[src/rtl/axil_memory_arbiter_pkg.sv]
// axil_memory_arbiter_pkg: shared FSM state, port index and AXI response encodings for the memory arbiter
package axil_memory_arbiter_pkg;
    typedef enum logic [2:0] {
        ARB_IDLE,
        ARB_RD_ADDR,
        ARB_RD_RESP,
        ARB_WR_REQ,
        ARB_WR_RESP
    } arb_state_t;
    localparam int PORT_INSTR = 0;
    localparam int PORT_DATA = 1;
    localparam logic [1:0] RESP_OKAY = 2'b00;
    localparam logic [1:0] RESP_EXOKAY = 2'b01;
    localparam logic [1:0] RESP_SLVERR = 2'b10;
    localparam logic [1:0] RESP_DECERR = 2'b11;
endpackage

[src/rtl/round_robin_arbiter_2.sv]
// round_robin_arbiter_2: two-way round-robin pick; ptr = 0 favours instr, 1 favours data on contention
module round_robin_arbiter_2
    import axil_memory_arbiter_pkg::*;
(
    input  logic [1:0] req,
    input  logic       ptr,
    output logic [1:0] grant,
    output logic       next_ptr
);
    always_comb begin
        grant = &req ? (ptr ? 2'b10 : 2'b01) : req;
        next_ptr = |grant ? grant[PORT_INSTR] : ptr;
    end
endmodule

[src/rtl/axil_memory_arbiter.sv]
// axil_memory_arbiter: serialises instr/data AXI-Lite transactions onto one memory slave, round-robin
module axil_memory_arbiter
    import axil_memory_arbiter_pkg::*;
#(
    parameter int ADDR_WIDTH = 32,
    parameter int DATA_WIDTH = 32,
    parameter int STRB_WIDTH = DATA_WIDTH / 8
) (
    input  logic                  i_Clock,
    input  logic                  i_Reset_N,
    input  logic [ADDR_WIDTH-1:0] s_instr_axil_araddr,
    input  logic [ADDR_WIDTH-1:0] s_instr_axil_awaddr,
    input  logic [DATA_WIDTH-1:0] s_instr_axil_wdata,
    input  logic [STRB_WIDTH-1:0] s_instr_axil_wstrb,
    input  logic                  s_instr_axil_arvalid,
    input  logic                  s_instr_axil_awvalid,
    input  logic                  s_instr_axil_wvalid,
    input  logic                  s_instr_axil_rready,
    input  logic                  s_instr_axil_bready,
    output logic                  s_instr_axil_arready,
    output logic                  s_instr_axil_awready,
    output logic                  s_instr_axil_wready,
    output logic                  s_instr_axil_rvalid,
    output logic                  s_instr_axil_bvalid,
    output logic [DATA_WIDTH-1:0] s_instr_axil_rdata,
    output logic [1:0]            s_instr_axil_bresp,
    input  logic [ADDR_WIDTH-1:0] s_data_axil_araddr,
    input  logic [ADDR_WIDTH-1:0] s_data_axil_awaddr,
    input  logic [DATA_WIDTH-1:0] s_data_axil_wdata,
    input  logic [STRB_WIDTH-1:0] s_data_axil_wstrb,
    input  logic                  s_data_axil_arvalid,
    input  logic                  s_data_axil_awvalid,
    input  logic                  s_data_axil_wvalid,
    input  logic                  s_data_axil_rready,
    input  logic                  s_data_axil_bready,
    output logic                  s_data_axil_arready,
    output logic                  s_data_axil_awready,
    output logic                  s_data_axil_wready,
    output logic                  s_data_axil_rvalid,
    output logic                  s_data_axil_bvalid,
    output logic [DATA_WIDTH-1:0] s_data_axil_rdata,
    output logic [1:0]            s_data_axil_bresp,
    output logic [ADDR_WIDTH-1:0] m_axil_araddr,
    output logic [ADDR_WIDTH-1:0] m_axil_awaddr,
    output logic [DATA_WIDTH-1:0] m_axil_wdata,
    output logic [STRB_WIDTH-1:0] m_axil_wstrb,
    output logic                  m_axil_arvalid,
    output logic                  m_axil_awvalid,
    output logic                  m_axil_wvalid,
    output logic                  m_axil_rready,
    output logic                  m_axil_bready,
    input  logic                  m_axil_arready,
    input  logic                  m_axil_awready,
    input  logic                  m_axil_wready,
    input  logic                  m_axil_rvalid,
    input  logic                  m_axil_bvalid,
    input  logic [DATA_WIDTH-1:0] m_axil_rdata,
    input  logic [1:0]            m_axil_bresp,
    output logic [1:0]            o_Grant
);
    arb_state_t state, state_next;
    logic [1:0] grant, rr_grant, req;
    logic ptr, rr_next_ptr, is_write, aw_done, w_done;
    logic sel, any, rd_addr, rd_resp, wr_req, wr_resp, aw_fire, w_fire;
    logic gi, gd;
    assign req = {s_data_axil_arvalid | s_data_axil_awvalid, s_instr_axil_arvalid | s_instr_axil_awvalid};
    assign is_write = rr_grant[PORT_DATA] ? s_data_axil_awvalid : s_instr_axil_awvalid;
    assign o_Grant = grant;
    round_robin_arbiter_2 u_rr (
        .req      (req),
        .ptr      (ptr),
        .grant    (rr_grant),
        .next_ptr (rr_next_ptr)
    );
    always_comb begin
        sel = grant[PORT_DATA];
        any = |grant;
        gi = grant[PORT_INSTR];
        gd = grant[PORT_DATA];
        rd_addr = state == ARB_RD_ADDR;
        rd_resp = state == ARB_RD_RESP;
        wr_req = state == ARB_WR_REQ;
        wr_resp = state == ARB_WR_RESP;
        m_axil_araddr = any ? (sel ? s_data_axil_araddr : s_instr_axil_araddr) : '0;
        m_axil_awaddr = any ? (sel ? s_data_axil_awaddr : s_instr_axil_awaddr) : '0;
        m_axil_wdata = any ? (sel ? s_data_axil_wdata : s_instr_axil_wdata) : '0;
        m_axil_wstrb = any ? (sel ? s_data_axil_wstrb : s_instr_axil_wstrb) : '0;
        m_axil_arvalid = rd_addr & (sel ? s_data_axil_arvalid : s_instr_axil_arvalid);
        m_axil_awvalid = wr_req & ~aw_done & (sel ? s_data_axil_awvalid : s_instr_axil_awvalid);
        m_axil_wvalid = wr_req & ~w_done & (sel ? s_data_axil_wvalid : s_instr_axil_wvalid);
        m_axil_rready = rd_resp & (sel ? s_data_axil_rready : s_instr_axil_rready);
        m_axil_bready = wr_resp & (sel ? s_data_axil_bready : s_instr_axil_bready);
        aw_fire = m_axil_awvalid & m_axil_awready;
        w_fire = m_axil_wvalid & m_axil_wready;
        s_instr_axil_arready = gi & rd_addr & m_axil_arready;
        s_instr_axil_awready = gi & wr_req & ~aw_done & m_axil_awready;
        s_instr_axil_wready = gi & wr_req & ~w_done & m_axil_wready;
        s_instr_axil_rvalid = gi & rd_resp & m_axil_rvalid;
        s_instr_axil_bvalid = gi & wr_resp & m_axil_bvalid;
        s_instr_axil_rdata = gi ? m_axil_rdata : '0;
        s_instr_axil_bresp = gi ? m_axil_bresp : RESP_OKAY;
        s_data_axil_arready = gd & rd_addr & m_axil_arready;
        s_data_axil_awready = gd & wr_req & ~aw_done & m_axil_awready;
        s_data_axil_wready = gd & wr_req & ~w_done & m_axil_wready;
        s_data_axil_rvalid = gd & rd_resp & m_axil_rvalid;
        s_data_axil_bvalid = gd & wr_resp & m_axil_bvalid;
        s_data_axil_rdata = gd ? m_axil_rdata : '0;
        s_data_axil_bresp = gd ? m_axil_bresp : RESP_OKAY;
    end
    always_comb begin
        state_next = state;
        unique case (state)
            ARB_IDLE:    state_next = |rr_grant ? (is_write ? ARB_WR_REQ : ARB_RD_ADDR) : ARB_IDLE;
            ARB_RD_ADDR: state_next = (m_axil_arvalid & m_axil_arready) ? ARB_RD_RESP : ARB_RD_ADDR;
            ARB_RD_RESP: state_next = (m_axil_rvalid & m_axil_rready) ? ARB_IDLE : ARB_RD_RESP;
            ARB_WR_REQ:  state_next = ((aw_done | aw_fire) & (w_done | w_fire)) ? ARB_WR_RESP : ARB_WR_REQ;
            ARB_WR_RESP: state_next = (m_axil_bvalid & m_axil_bready) ? ARB_IDLE : ARB_WR_RESP;
            default:     state_next = ARB_IDLE;
        endcase
    end
    always_ff @(posedge i_Clock) begin
        if (!i_Reset_N) state <= ARB_IDLE;
        else state <= state_next;
    end
    always_ff @(posedge i_Clock) begin
        if (!i_Reset_N) begin
            grant <= '0;
            ptr <= 1'(PORT_INSTR);
            aw_done <= 1'b0;
            w_done <= 1'b0;
        end else begin
            if (state == ARB_IDLE && |rr_grant) begin
                grant <= rr_grant;
                ptr <= rr_next_ptr;
            end else if (state_next == ARB_IDLE) begin
                grant <= '0;
            end
            aw_done <= wr_req & (state_next == ARB_WR_REQ) & (aw_done | aw_fire);
            w_done <= wr_req & (state_next == ARB_WR_REQ) & (w_done | w_fire);
        end
    end
    // Upstream masters may not withdraw a valid before its handshake
    a_ar_hold: assert property (@(posedge i_Clock) disable iff (!i_Reset_N)
        (m_axil_arvalid && !m_axil_arready) |=> m_axil_arvalid);
    a_aw_hold: assert property (@(posedge i_Clock) disable iff (!i_Reset_N)
        (m_axil_awvalid && !m_axil_awready) |=> m_axil_awvalid);
    a_w_hold: assert property (@(posedge i_Clock) disable iff (!i_Reset_N)
        (m_axil_wvalid && !m_axil_wready) |=> m_axil_wvalid);
endmodule

[config.mk]
export PLATFORM = sky130hd
export DESIGN_NAME = axil_memory_arbiter
export DESIGN_NICKNAME = d
export VERILOG_FILES = /design/src/rtl/axil_memory_arbiter_pkg.sv /design/src/rtl/round_robin_arbiter_2.sv /design/src/rtl/axil_memory_arbiter.sv
export SDC_FILE = /design/constraint.sdc
export NUM_CORES = 1
export LEC_CHECK = 0
export CORE_AREA = 2 2 170 172
export DETAILED_ROUTE_END_ITERATION = 16
export DIE_AREA = 0 0 172 174
export PLACE_DENSITY = 0.49
export SLEW_MARGIN = 25
export SYNTH_ARGS = -nofsm -noshare
export SYNTH_HDL_FRONTEND = slang
export SYNTH_HIERARCHICAL = 1
export SYNTH_SLANG_ARGS = --single-unit
[constraint.sdc]
create_clock -name i_Clock -period 2.5 [get_ports i_Clock]
set_clock_uncertainty 0.2 [all_clocks]
set_input_delay 0.75 -clock i_Clock [delete_from_list [all_inputs] [get_ports i_Clock]]
set_output_delay 0.75 -clock i_Clock [all_outputs]
set_load 0.01 [all_outputs]
==> results of run 1 <==
state kept, by name, summed over array words and instances, names as in the netlist:
name / flops
aw_done: 1
w_done: 1
ptr: 1
state: 3
o_Grant: 2
worst max path at each step:
stage,end,cells past startpoint
after CTS,s_instr_axil_rdata[7],3
after global routing,m_axil_wdata[14],3
after global placement,m_axil_awvalid,4
after floorplan,o_Grant[0],5
after detailed placement,m_axil_awvalid,4
final,m_axil_wdata[4],3
final cells by class:
class                           count  area [sq um]
Antenna cell                        3          7.51
Clock buffer                        4          78.8
Fill cell                        3212         21800
Inverter                            4          15.0
Multi-Input combinational cell    234          1790
Sequential cell                     8           164
Tap cell                          384           480
Timing Repair Buffer              483          3930
through the flow:
stage / total power [mW] / setup TNS (ns) / worst slack (ns) / util
2_1_floorplan: 1.73 / 0 / 0.101 / -
3_3_place_gp: 4.17 / -65.90 / -0.609 / 0.253
3_5_place_dp: 4.14 / -66.01 / -0.598 / 0.253
4_1_cts: 3.79 / 0 / 0.000442 / 0.229
5_1_grt: 4.06 / 0 / 0.000806 / 0.229
6_report: 3.76 / 0 / 0.0120 / 0.229
cell families after synthesis:
group / share of synthesized area
buf+inv: 0.0767
mux: 0.0329
compound gates: 0.495
flops: 0.0779
simple gates: 0.318
critical path, stage by stage:
cell and delay (ns):
clkdlybuf4s50_1 0.40, a22o_1 0.24, buf_2 0.15
power by group:
group          internal, mW  total [mW]  switching [mW]
logic                  1.72        3.28            1.56
clock network         0.213       0.281          0.0680
registers             0.161       0.199          0.0388
total                  2.09        3.76            1.67
cells in the final DEF (no fill, tap or decap), types with 6 or more instances in the layout:
cell / synthesis / layout
buf_4: 0 / 41
clkdlybuf4s50_1: 0 / 209
dlymetal6s2s_1: 0 / 7
and3_1: 9 / 8
dlygate4sd2_1: 0 / 34
dfxtp_1: 8 / 7
a22o_1: 100 / 100
and2_1: 69 / 68
nand2_1: 6 / 6
nor2_1: 9 / 8
buf_6: 3 / 7
buf_12: 0 / 6
clkdlybuf4s15_2: 0 / 8
buf_2: 0 / 167
layer usage:
metal,routed length (microns),GRT usage,vias to the layer above
met5,9,0,-
met2,8590,0.194,246
met3,2020,0.0282,9
met1,6840,0.120,1821
met4,63,0.00735,2
li1,-,-,1976
what timing repair did:
action	CTS	global route
endpoints found under the setup margin	188	38
buffers inserted	5	1
resized for setup	761	29
pin swaps	7	20
==> metrics.yaml, run 1 <==
drv_slew: 0
cp-start-kind: "primary input"
synthTopCellsByCount: "a22o_1, and2_1, clkbuf_1, and3_1, nor2_1"
postCtsHoldBufs: 0
min_path_type: "register to register"
totalWireLength_mm: 17.5
overflow: 0
cellLeakagePower_nw: 3.21
grt_usage: 0.103
dominantRegCellSynth: "dfxtp_1"
insertion_delay_ns: 0.24
port_buffers: 435
dpl_cell_area_sq_um: 7150
die_width_microns: 172
crit_required_ns: 1.55
cts_sinks: 8
viasPerCell: 3.62
drv_cap: 0
stdcell_area_sq_um: 6460
r2r_cells: 9
max_freq_mhz: 402
clkTransAtPathRegs_ns: 0.04
drtIter0Drc: 102
synth.net_count: 529
period_share: 0.995
grt_pass1_vias: 4061
cts.root.buffer_cell: "clkbuf_16"
area_delta_synth_final_pct: 214
seq_area_frac_synth: 0.0779
cp_max_fo: 1
final-setup-viol-count: 0
hold_start: "w_done"
yosys.area.top_type: "a22o_1"
ys_ff_latch: 8
clockBufferDepth: 2
die_area_sq_um: 29900
end_kind: "output port"
syn_area_per_cell_sq_um: 7.39
synth_top_area_frac: 0.426
start_util: 0.0728
grt_max_degree: 45
rsz0062_at_grt: "false"
numCtsBuffers: 3
reg2reg_from: "o_Grant[1]"
synthCells: 278
max_slew_margin: 0.683
grt_pass1_wl_mm: 23.9
dpl.hpwl_mm: 15.0
nets: 985
ys_warn_count: 6
status: "finished clean"
rrSetupSlack_ns: 0.41
worst_hold_slack_ns: 0.363
placed_cells: 1107
async_flop_share: 0
post-route-min-period_ns: 2.49
h-tree-depth: 1
place_congestion: 0.777
r2r_end: "o_Grant[0]"
io_pins: 436
p_per_area_nw_per_um2: 581
tightest_slew_ns: 0.472
criticalPathCategory: "primary input to output port"
rows: 62
num_vias: 4054
die_y_microns: 174
dr.pass1.iters: 4
synth.distinct_cells: 33
drive_above_1_share: 0.345
vdd_drop_max_v: 0.000295
cts_tree: "yes"
antenna_found_initial: 4
core_area_sq_um: 28200
synth_edf_count: 0
hold_viol_final: 0
startpoint: "s_data_axil_wdata[4]"
drc: 0
avgRoutedWirePerCell_microns: 15.6
yosysMostFrequentCell: "a22o_1"
hold_depth: 2
crit_arrival_ns: 1.54
min_to: "w_done"
ant_nets: 0
instances_no_fill: 1120
synthTopCellsByArea: "a22o_1, and2_1, dfxtp_1"
synth_area_sq_um: 2060
No activity file was read; power rests on OpenSTA's default activity.
==> run 2, diff against run 1 <==
- GPL_TIMING_DRIVEN: default -> 0
- PLACE_DENSITY: 0.49 -> default
- SLEW_MARGIN: 25 -> 20
==> run 2 against run 1 <==
Compared with the run above: the run now ends with setup timing left; register-to-register slack improved by 0.11 ns; clock power fell by 4%; combinational power rose by 19%; sequential cell count did not move; critical endpoint is now m_axil_awaddr[30]; critical path type unchanged; sequential share of layout area fell by 0.083 points.
==> metrics.yaml, run 2 (synthesis results as in run 1) <==
post-route-min-period_ns: 2.60  # was 2.49 ns
final_cell_mix: "clkdlybuf4s50_1, buf_2, a22o_1"  # unchanged
crit_arrival_ns: 1.65  # was 1.54 ns
cp-start-kind: "primary input"  # unchanged
instances_no_fill: 1124  # was 1120
start_util: 0.0728  # unchanged
drive_above_1_share: 0.360  # was 0.345
grt_pass1_vias: 4122  # was 4061
numCtsBuffers: 3  # unchanged
hold_start: "ptr"  # was w_done
antenna_found_initial: 6  # was 4
drv_slew: 0  # unchanged
fill_cells: 3204  # was 3212
overflow: 0  # unchanged
grt_pass1_wl_mm: 25.8  # was 23.9 mm
end_kind: "output port"  # unchanged
cts.root.buffer_cell: "clkbuf_16"  # unchanged
h-tree-depth: 1  # unchanged
dr.pass1.iters: 4  # unchanged
stdcell_area_sq_um: 6890  # was 6460 sq um
cellLeakagePower_nw: 3.36  # was 3.21 nW
min_to: "ptr"  # was w_done
final_util: 0.244  # was 0.229
clockBufferDepth: 2  # unchanged
viasPerCell: 3.72  # was 3.62
insertion_delay_ns: 0.23  # was 0.24 ns
place_congestion: 0.759  # was 0.777
cp_slowest_stage_delay_ns: 0.43  # was 0.40 ns
rsz0062_at_grt: "true"  # was false
min_path_type: "register to register"  # unchanged
final-setup-viol-count: 18  # was 0
r2r_end: "o_Grant[1]"  # was o_Grant[0]
violations: "setup timing"
regMostFlops: "state"  # unchanged
final.setup.worst_slack_ns: -0.0959  # was 0.0120 ns
dpl_cell_area_sq_um: 6890  # was 7150 sq um
crit_buf_inv: 2  # unchanged
multi_input_area_sq_um: 1860  # was 1790 sq um
crit_required_ns: 1.55  # about the same
max_slew_margin: 0.676  # was 0.683
ant_nets: 0  # unchanged
drc: 0  # unchanged
num_vias: 4183  # was 4054
cts_sinks: 8  # unchanged
final_common_cell: "clkdlybuf4s50_1"  # unchanged
hold_viol_final: 0  # unchanged
r2r_cells: 6  # was 9
core_area_sq_um: 28200  # unchanged
hold_depth: 2  # unchanged
vdd_drop_max_v: 0.000344  # was 0.000295 V
criticalPathCategory: "primary input to output port"  # unchanged
avgRoutedWirePerCell_microns: 17.2  # was 15.6 microns
placed_cells: 1097  # was 1107
regArea_sq_um: 169  # was 164 sq um
port_buffers: 435  # unchanged
rrSetupSlack_ns: 0.52  # was 0.41 ns
largest_reg_flops: 3  # unchanged
area_delta_synth_final_pct: 235  # was 214%
p_per_area_nw_per_um2: 636  # was 581 nW/um^2
grt_usage: 0.116  # was 0.103
rows: 62  # unchanged
die_y_microns: 174  # unchanged
crit_slowest_cell: "clkdlybuf4s50_1"  # unchanged
max_freq_mhz: 385  # was 402 MHz
tightest_slew_ns: 0.483  # was 0.472 ns
crit_cells: 3  # unchanged
drv_cap: 0  # unchanged
status: "finished with violations"  # was finished clean
reg2reg_from: "o_Grant[1]"  # unchanged
path_cells: "clkdlybuf4s50_1 > a22o_1 > clkdlybuf4s15_2"  # was clkdlybuf4s50_1 > a22o_1 > buf_2
cp_max_fo: 1  # unchanged
die_area_sq_um: 29900  # unchanged
dpl.hpwl_mm: 15.9  # was 15.0 mm
clkTransAtPathRegs_ns: 0.04  # about the same
grt_max_degree: 11  # was 45
cts_tree: "yes"  # unchanged
drtIter0Drc: 104  # was 102
postCtsHoldBufs: 0  # unchanged
cpLargestDelayFamily: "buffers and inverters"  # unchanged
nets: 992  # was 985
totalWireLength_mm: 19.3  # was 17.5 mm
die_width_microns: 172  # unchanged
io_pins: 436  # unchanged
period_share: 1.04  # was 0.995
[run 2: worst max-delay path by stage]
stage	start	end	slack [ns]
5_1_grt	o_Grant[1]	m_axil_araddr[3]	-0.11
6_report	s_data_axil_awaddr[30]	m_axil_awaddr[30]	-0.1
3_5_place_dp	o_Grant[0]	m_axil_wdata[19]	-1.27
2_1_floorplan	s_data_axil_awvalid	o_Grant[0]	0.10
3_3_place_gp	o_Grant[0]	m_axil_wdata[19]	-1.26
4_1_cts	o_Grant[1]	m_axil_araddr[3]	-0.16
[run 2: per-layer routing]
layer  GRT usage  wire length [microns]  vias up
li1            -                      -     1993
met1       0.136                   7800     1909
met2       0.222                   9670      265
met3      0.0178                   1590       16
met4      0.0161                    230        0
met5           0                      0        -
[run 2: worst register-to-register path: cells and delay by family, from the launching register on]
kind	cells	cell delay [ns]
flops	1	0.43
compound gates	2	0.40
mux	1	0.31
simple gates	1	0.21
buf+inv	2	0.30
[run 2: where the power goes]
part	switching, mW	total (mW)	internal [mW]
Clock	0.0635	0.270	0.206
Combinational	1.78	3.90	2.12
Sequential	0.0446	0.211	0.166
Total	1.88	4.38	2.50
[run 2: layout make-up]
class | instances | area share
plain buffers | 29 | 0.0556
multi-input cells | 234 | 0.269
inverters | 4 | 0.00218
well taps | 384 | 0.0698
diodes | 1 | 0.000363
flip-flops and latches | 8 | 0.0245
repair buffers | 461 | 0.567
clock buffers | 3 | 0.0109
[run 2: timing repair]
item	4_1_cts	5_1_grt
resized for setup	817	60
setup buffers	14	6
pin swaps	11	24
cloned	6	0
endpoints found under the setup margin	187	110
[run 2: through the flow]
stage / setup TNS [ns] / worst slack [ns] / power [mW] / hold WS [ns]
after floorplan: 0 / 0.101 / 1.73 / 0.298
after global placement: -157.93 / -1.26 / 3.99 / 0.326
after detailed placement: -157.61 / -1.27 / 3.99 / 0.328
after CTS: -7.72 / -0.160 / 4.49 / 0.348
after global routing: -2.79 / -0.107 / 4.66 / 0.389
final: -0.607 / -0.0959 / 4.38 / 0.374
